--- config.mk ---
export PLATFORM = sky130hd
export DESIGN_NAME = rx_byte_fifo
export DESIGN_NICKNAME = d
export VERILOG_FILES = /design/src/rtl/rx_byte_fifo_pkg.sv /design/src/rtl/rx_byte_fifo.sv
export SDC_FILE = /design/constraint.sdc
export NUM_CORES = 1
export LEC_CHECK = 0
export CAP_MARGIN = 20
export CELL_PAD_IN_SITES_DETAIL_PLACEMENT = 1
export CELL_PAD_IN_SITES_GLOBAL_PLACEMENT = 2
export CORE_UTILIZATION = 23
export CTS_CLUSTER_SIZE = 20
export DETAILED_ROUTE_END_ITERATION = 16
export PLACE_DENSITY_LB_ADDON = 0.1
export SYNTH_ARGS = -nofsm -noshare
export SYNTH_HDL_FRONTEND = slang
export SYNTH_SLANG_ARGS = --single-unit
--- constraint.sdc ---
create_clock -name clk_in -period 3.4 [get_ports clk_in]
set_input_delay 0.34 -clock clk_in [delete_from_list [all_inputs] [get_ports clk_in]]
set_output_delay 0.34 -clock clk_in [all_outputs]
set_load 0.01 [all_outputs]
--- src/rtl/rx_byte_fifo_pkg.sv ---
// Shared parameters and types for the receive byte FIFO that paces bytes
// from the UART/SPI receive path into control_module.
package rx_byte_fifo_pkg;

  localparam int RX_FIFO_DEPTH         = 16;
  localparam int RX_FIFO_MIN_GAP_TICKS = 2;
  localparam int RX_FIFO_GAP_W         = 8;

  typedef enum logic [0:0] {
    RX_IDLE = 1'b0,
    RX_GAP  = 1'b1
  } rx_fifo_state_t;

endpackage

--- src/rtl/rx_byte_fifo.sv ---
// Byte FIFO between the receive path and control_module: stores bytes in order
// and emits them as one-cycle strobes separated by at least MIN_GAP_TICKS idle cycles.
module rx_byte_fifo
  import rx_byte_fifo_pkg::*;
#(
  parameter int DEPTH         = RX_FIFO_DEPTH,
  parameter int MIN_GAP_TICKS = RX_FIFO_MIN_GAP_TICKS
) (
  input  logic                     clk_in,
  input  logic                     reset_n,
  input  logic [7:0]               wr_data,
  input  logic                     wr_valid,
  input  logic                     consumer_busy,
  input  logic                     clear_overflow,
  output logic [7:0]               rd_data,
  output logic                     rd_pulse,
  output logic [$clog2(DEPTH):0]   fill_level,
  output logic                     empty,
  output logic                     full,
  output logic                     overflow
);

  localparam int AW = $clog2(DEPTH);
  localparam logic [AW-1:0]              PTR_LAST  = AW'(DEPTH - 1);
  localparam logic [AW-1:0]              PTR_ONE   = AW'(1);
  localparam logic [AW:0]                CNT_FULL  = (AW + 1)'(DEPTH);
  localparam logic [AW:0]                CNT_ONE   = (AW + 1)'(1);
  localparam logic [RX_FIFO_GAP_W-1:0]   GAP_INIT  = RX_FIFO_GAP_W'(MIN_GAP_TICKS);
  localparam logic [RX_FIFO_GAP_W-1:0]   GAP_ONE   = RX_FIFO_GAP_W'(1);

  logic [7:0]               mem_q [DEPTH];
  logic [AW-1:0]            wr_ptr_q, wr_ptr_d;
  logic [AW-1:0]            rd_ptr_q, rd_ptr_d;
  logic [AW:0]              count_q, count_d;
  logic                     ovf_q, ovf_d;
  rx_fifo_state_t           state_q, state_d;
  logic [RX_FIFO_GAP_W-1:0] gap_q, gap_d;
  logic [7:0]               rd_data_q, rd_data_d;
  logic                     rd_pulse_q, rd_pulse_d;
  logic                     pop_s, push_s, drop_s;

  function automatic logic [AW-1:0] ptr_inc(input logic [AW-1:0] ptr);
    return (ptr == PTR_LAST) ? '0 : ptr + PTR_ONE;
  endfunction

  assign empty      = (count_q == '0);
  assign full       = (count_q == CNT_FULL);
  assign fill_level = count_q;
  assign overflow   = ovf_q;
  assign rd_data    = rd_data_q;
  assign rd_pulse   = rd_pulse_q;

  // Read FSM state register.
  always_ff @(posedge clk_in or negedge reset_n) begin
    if (!reset_n) begin
      state_q <= RX_IDLE;
      gap_q   <= '0;
    end else begin
      state_q <= state_d;
      gap_q   <= gap_d;
    end
  end

  // Read FSM next state: the gap counter returns to IDLE as it reaches zero.
  always_comb begin
    state_d = state_q;
    gap_d   = gap_q;
    case (state_q)
      RX_IDLE: begin
        if (pop_s) begin
          state_d = RX_GAP;
          gap_d   = GAP_INIT;
        end else begin
          state_d = RX_IDLE;
        end
      end
      RX_GAP: begin
        if (gap_q <= GAP_ONE) begin
          state_d = RX_IDLE;
          gap_d   = '0;
        end else begin
          gap_d   = gap_q - GAP_ONE;
        end
      end
      default: begin
        state_d = RX_IDLE;
        gap_d   = '0;
      end
    endcase
  end

  // Read FSM outputs: pop decision and the registered strobe/data.
  always_comb begin
    pop_s      = 1'b0;
    rd_pulse_d = 1'b0;
    rd_data_d  = rd_data_q;
    case (state_q)
      RX_IDLE: begin
        if (!empty && !consumer_busy) begin
          pop_s      = 1'b1;
          rd_pulse_d = 1'b1;
          rd_data_d  = mem_q[rd_ptr_q];
        end else begin
          pop_s      = 1'b0;
        end
      end
      RX_GAP:  pop_s = 1'b0;
      default: pop_s = 1'b0;
    endcase
  end

  // Write acceptance, pointer/count update and sticky overflow (set beats clear).
  always_comb begin
    push_s   = wr_valid && (!full || pop_s);
    drop_s   = wr_valid && full && !pop_s;
    wr_ptr_d = push_s ? ptr_inc(wr_ptr_q) : wr_ptr_q;
    rd_ptr_d = pop_s  ? ptr_inc(rd_ptr_q) : rd_ptr_q;
    case ({push_s, pop_s})
      2'b10:   count_d = count_q + CNT_ONE;
      2'b01:   count_d = count_q - CNT_ONE;
      default: count_d = count_q;
    endcase
    if (drop_s) begin
      ovf_d = 1'b1;
    end else if (clear_overflow) begin
      ovf_d = 1'b0;
    end else begin
      ovf_d = ovf_q;
    end
  end

  // Pointer, fill count, overflow and output registers.
  always_ff @(posedge clk_in or negedge reset_n) begin
    if (!reset_n) begin
      wr_ptr_q   <= '0;
      rd_ptr_q   <= '0;
      count_q    <= '0;
      ovf_q      <= 1'b0;
      rd_data_q  <= 8'h00;
      rd_pulse_q <= 1'b0;
    end else begin
      wr_ptr_q   <= wr_ptr_d;
      rd_ptr_q   <= rd_ptr_d;
      count_q    <= count_d;
      ovf_q      <= ovf_d;
      rd_data_q  <= rd_data_d;
      rd_pulse_q <= rd_pulse_d;
    end
  end

  // Byte storage; contents are don't-care after reset since the pointers are cleared.
  always_ff @(posedge clk_in) begin
    if (push_s) begin
      mem_q[wr_ptr_q] <= wr_data;
    end
  end

endmodule

==> results of run 1 <==
==> logic make-up after synthesis <==
kind of cell / Yosys count / synth area share
AOI/OAI and AO/OA: 46 / 0.0551
and+or+nand+nor: 69 / 0.0530
adders and majority gates: 11 / 0.0220
DFF: 160 / 0.703
xor gates and xnor gates: 5 / 0.00663
muxes: 52 / 0.140
buffers and inverters: 32 / 0.0205
==> through the flow <==
stage,utilization,total power [µW]
after floorplan,-,2800
after global placement,0.266,3130
after detailed placement,0.266,3130
after CTS,0.287,5050
after global routing,0.287,5190
final,0.287,4970
==> worst register-to-register path, stage by stage (launching register included) <==
cell and delay, ps:
dfrtp_1 470, nor2_1 450, o21ai_4 110, nor2_2 280, inv_1 90, fa_1 410, nor2b_1 140, o21ai_0 110
nor2b_1 170, o221ai_1 180, o221ai_1 140
==> cell usage after synthesis, types with 3 or more instances <==
cell and n:
nor4_1 6, nor2_1 13, nor2b_1 4, edfxtp_1 128, clkbuf_1 9, mux4_2 32, mux2i_1 17, o22ai_1 3
nand2_1 22, o31ai_1 4, mux2_2 3, nor3_1 6, o221ai_1 10, o21ai_0 14, and2_1 4, a21o_1 3
inv_1 16, xnor2_1 4, ha_1 10, dfrtp_1 32, a21oi_1 4, buf_2 6
==> registers in the layout, indices dropped and copies added, names as in the netlist <==
| signal | flops |
|---|---|
| fill_level | 5 |
| gap_q | 8 |
| mem_q | 128 |
| overflow | 1 |
| rd_data | 8 |
| rd_ptr_q | 4 |
| rd_pulse | 1 |
| state_q | 1 |
| wr_ptr_q | 4 |
==> where the power goes <==
group | internal [µW] | total (µW) | switching, µW
clock network | 1050 | 1910 | 852
registers | 2310 | 2440 | 130
logic | 268 | 621 | 354
==> per-layer routing <==
metal | vias up | track usage | part of all wire | wire length (µm)
met1 | 1828 | 0.163 | 0.50 | 8010
met3 | 18 | 0.0274 | 0.021 | 343
li1 | 1580 | - | - | -
met4 | 0 | 0.0419 | 0.014 | 233
met2 | 34 | 0.182 | 0.47 | 7500
met5 | - | 0 | 0 | 0
==> layout by cell type, fill, tap and decap left out, drive strengths merged, types with 2 or more instances in the layout <==
master and n:
edfxtp 128, a21o 3, and2 4, or4 2
or3 2, clkinvlp 3, clkinv 4, xnor2 4
mux4 32, o31ai 5, o22ai 3, nor2 14
nand2 23, clkdlybuf4s50 28, inv 22, o21ai 17
buf 18, nor3 6, nor2b 4, clkbuf 18
nor4 6, a21oi 4, ha 10, mux2 3
mux2i 17, dfrtp 32, o221ai 10, nand2b 2
==> cell type report <==
class / count / area, µm²
multi-input cells: 183 / 1850
fillers: 2930 / 20000
inverters: 16 / 60.1
clock inverters: 14 / 150
well taps: 378 / 473
repair buffers: 46 / 425
flip-flops and latches: 160 / 4650
clock buffers: 18 / 439
==> worst max path at each step <==
stage,endpoint,startpoint,cells after the start,slack (ps)
global route,fill_level[4],state_q,9,460
global placement,fill_level[4],consumer_busy,11,400
detailed placement,fill_level[4],consumer_busy,11,360
finish,fill_level[4],state_q,10,700
floorplan,fill_level[4],fill_level[1],9,870
CTS,fill_level[4],state_q,10,640
==> impl_metrics.toml, run 1 <==
[setup_path]
crit_path_end_kind = "register"
critPathBufInv = 1
criticalPathCategory = "register to register"
start_kind = "register"
timing.rr.end = "fill_level[4]"
required_ps = 3680
rr_startpoint = "state_q"
critical-path-top-delay-family = "simple AND/OR/NAND/NOR gates"
critPathSlowestCell = "dfrtp_1"
max_stage_delay_ps = 470
rrSetupSlack_ps = 700
r2r_cells = 10
cp.arrival_ps = 2980
crit_fanout = 7
cp_cell_sequence = "nor2_1 > o21ai_4 > nor2_2 > inv_1 > fa_1 > nor2b_1 > o21ai_0 > nor2b_1 > o221ai_1 > o221ai_1"

[cells_and_area]
layout-drive-gt1-share = 0.224
area_growth_pct = 21.8
antennaDiodeCount = 0
finalNetCount = 448
finalNonFillerCells = 815
design_area_mm2 = 0.00805

[power]
power_per_cell_area_mw_per_mm2 = 618
leakagePower_uw = 0.00264
vdd_ir_drop_max_mv = 0.338

[drt]
ant_nets = 0
dr.pass1.iters = 4
wl_mm = 16.1
drt_first_iter_violations = 234
routedWlPerCell_um = 19.7
drc = 0
vias = 3460
avgViaCountPerCell = 4.25

[logic_synthesis]
synth_top_area_frac = 0.582
ys.warnings.count = 0
ys_top_cells_by_area = "edfxtp_1 (58%), dfrtp_1 (12%), mux4_2 (11%), mux2i_1 (2.6%), ha_1 (1.9%)"
async_reset_ff_frac = 0.200
ys_types = 43
syn_nets = 399
syn_avg_cell_area_um2 = 17.6
synth_area_mm2 = 0.00661
netlist_instances = 375
synth_seq_area_share = 0.703
ys_ff_latch = 160
synth.largest_area_cell = "edfxtp_1"
yosys_most_used_dff = "edfxtp_1"
synth_edf_count = 128

[sta]
clock-skew-final_ps = 15.9
setup_tns_ps = 0
maxSlewViolCount = 0
hold_viol = 0
hold_ws_ps = 17.5
slew_headroom = 0.427
min_period_over_period = 0.794
rsz0062_at_grt = "false"
worst_slack_ps = 701
tightestPinTransition_ps = 859
setup_viol = 0
min_period_ps = 2700
max_freq_mhz = 371

[die]
design.die.area_mm2 = 0.0294
core_area_mm2 = 0.0280
io_pins = 30
die_w_um = 171
die_h_um = 171
start_util = 0.236
row_count = 61

[clock_network]
numClockSinks = 160
holdBufCountCts = 0
cts_buffer_depth = 2
clockRootBuffer = "clkbuf_16"
clk_latency_ps = 430
cts_buffers = 17
ctsResizeCount = 0
htreeDepth = 4
post_cts_buffers = 0
clkTransAtPathRegs_ps = 70
cts_tree = "built"

[grt]
grt_overflow = 0
grt_max_degree = 33
antenna_found_initial = 0
grt_pass1_vias = 3735
track_usage = 0.119
grt_pass1_wl_mm = 24.5

[place]
dp_hpwl_mm = 10.5
port_buffers = 29
dp_cells = 783
post-place-ws_ps = 363
place.gp.congestion = 0.685
post_dp_cell_area_mm2 = 0.00746

[run_status]
status = "finished clean"

[hold_path]
min_path_type = "input port to async pin"

[run]
cap_violations = 0
Note: power is estimated with default switching activity, not from simulation.
==> run 2, diff against run 1 <==
clock period = 2.5 ns   (was 3.4 ns; I/O delays follow)
==> run 2 against run 1 <==
Effect of this change:
- critical path depth decreased by 1
- clock skew grew 2.9 ps
- combinational power is 77% higher
- power is 43% higher
- setup slack worse by 640 ps
- count of clock-buffer cells in the layout unchanged
- largest power group unchanged
==> impl_metrics.toml, run 2 (synthesis results as in run 1) <==
[run_status]
status = "finished clean"

[cells_and_area]
regArea_mm2 = 0.00465
antennaDiodeCount = 0
fill_cells = 2931
layout-drive-gt1-share = 0.274
design_area_mm2 = 0.00833
multi_input_area_mm2 = 0.00190
final_common_cell = "edfxtp_1"
post-route-util = 0.297
largest_register_ffs = 128
finalNetCount = 471
final_cell_mix = "edfxtp_1 (128), buf_4 (37), mux4_2 (32)"
area_growth_pct = 26.0
max_flop_register = "mem_q"

[clock_network]
clkTransAtPathRegs_ps = 60
cts_tree = "built"
cts_buffer_depth = 2
cts_buffers = 17
clk_latency_ps = 430
clockRootBuffer = "clkbuf_16"
numClockSinks = 160
htreeDepth = 4

[grt]
use_met1 = 0.171
grt_max_degree = 37
grt_pass1_wl_mm = 25.2
grt_pass1_vias = 3779
grt_overflow = 0
antenna_found_initial = 0
grt_use_met3 = 0.0253
grtUsageMet2 = 0.189
busiest_layer = "met2"
track_usage = 0.123

[sta]
rsz0062_at_grt = "true"
hold_viol = 0
min_period_over_period = 0.974
min_period_ps = 2430
slew_headroom = 0.429
worst_slack_ps = 65.6
setup_tns_ps = 0
setup_viol = 0
clock-skew-final_ps = 18.8
tightestPinTransition_ps = 856
maxSlewViolCount = 0
max_freq_mhz = 411

[power]
power_per_cell_area_mw_per_mm2 = 855
vdd_ir_drop_max_mv = 0.374
power_uw = 7120
leakagePower_uw = 0.00278

[die]
start_util = 0.236
row_count = 61
design.die.area_mm2 = 0.0294
io_pins = 30
die_h_um = 171
core_area_mm2 = 0.0280
die_w_um = 171

[drt]
routedWlPerCell_um = 19.7
ant_nets = 0
dr.pass1.iters = 4
avgViaCountPerCell = 4.26
drt_first_iter_violations = 200
wl_mm = 16.5
vias = 3566
drc = 0

[setup_path]
crit_fanout = 4
critical-path-top-delay-family = "simple AND/OR/NAND/NOR gates"
crit_start = "fill_level[0]"
critPathSlowestCell = "or4_4"
rr_startpoint = "fill_level[0]"
criticalPathCategory = "register to register"
crit_path_end_kind = "register"
required_ps = 2830
critPathBufInv = 0
start_kind = "register"
cp_cell_sequence = "or4_4 > o21ai_4 > nor2_4 > ha_4 > nor2b_1 > o21ai_2 > nand3b_1 > o32a_1 > o221ai_2"
cp.arrival_ps = 2760
max_stage_delay_ps = 580

[place]
place.gp.congestion = 0.675
dp_hpwl_mm = 11.0
port_buffers = 29
post_dp_cell_area_mm2 = 0.00765
post-place-ws_ps = 5.79

[hold_path]
min-delay-start = "clear_overflow"
min_path_type = "input port to register"

[run]
cap_violations = 0
==> run 2: changes by cell type in the layout (fill, tap and decap cells not counted), sizes merged <==
cell         change
buf             +22
bufinv           +2
clkinv           -1
dlygate4sd3      +1
inv              -1
==> run 2: routing by layer <==
metal / wire [µm] / vias up
met2: 7780 / 46
met5: 0 / -
met1: 8010 / 1877
met3: 508 / 12
met4: 183 / 0
li1: - / 1631
==> run 2: path summary, 6_finish.rpt <==
path | slack (ps) | to | depth (start not counted)
min in group asynchronous | 480 | gap_q[2] | 2
worst max-delay path | 70 | fill_level[4] | 9
worst min register to register | 500 | rd_data[1] | 2
worst min-delay path | 410 | overflow | 2
max in group asynchronous | 1420 | fill_level[0] | 2
worst max register to register | 70 | fill_level[4] | 9
==> run 2: stage by stage <==
| step | hold WS, ps | cells |
|---|---|---|
| floorplan | -45.6 | 375 |
| global placement | 408 | 805 |
| detailed placement | 428 | 805 |
| CTS | 389 | 838 |
| global route | 418 | 838 |
| finish | 406 | 838 |
==> run 2: timing repair <==
action / CTS / global route
pin swaps: 1 / 3
setup endpoints to repair: 2 / 1
hold endpoints to repair: 32 / 0
resized for setup: 1 / 4
buffers inserted: 0 / 0
hold buffers: 1 / 0
==> run 2: layout make-up <==
type                            count  area share
Inverter                           16     0.00721
Timing Repair Buffer               69      0.0736
Tap cell                          378      0.0568
Multi-Input combinational cell    183       0.228
Sequential cell                   160       0.558
Clock inverter                     14      0.0243
Clock buffer                       18      0.0515
==> run 2: power breakdown <==
| group | leakage (µW) | internal (µW) | total, µW | switching (µW) |
|---|---|---|---|---|
| registers | 0.00156 | 3150 | 3250 | 103 |
| clock network | 0.000297 | 1610 | 2770 | 1150 |
| logic | 0.000922 | 485 | 1100 | 619 |
| total | 0.00278 | 5240 | 7120 | 1870 |
==> run 3, diff against run 2 <==
ABC_CLOCK_PERIOD_IN_PS = 2500   (was not set)
==> results of run 3 <==
No change in the layout: final DEF, timing and power equal those of run 2.
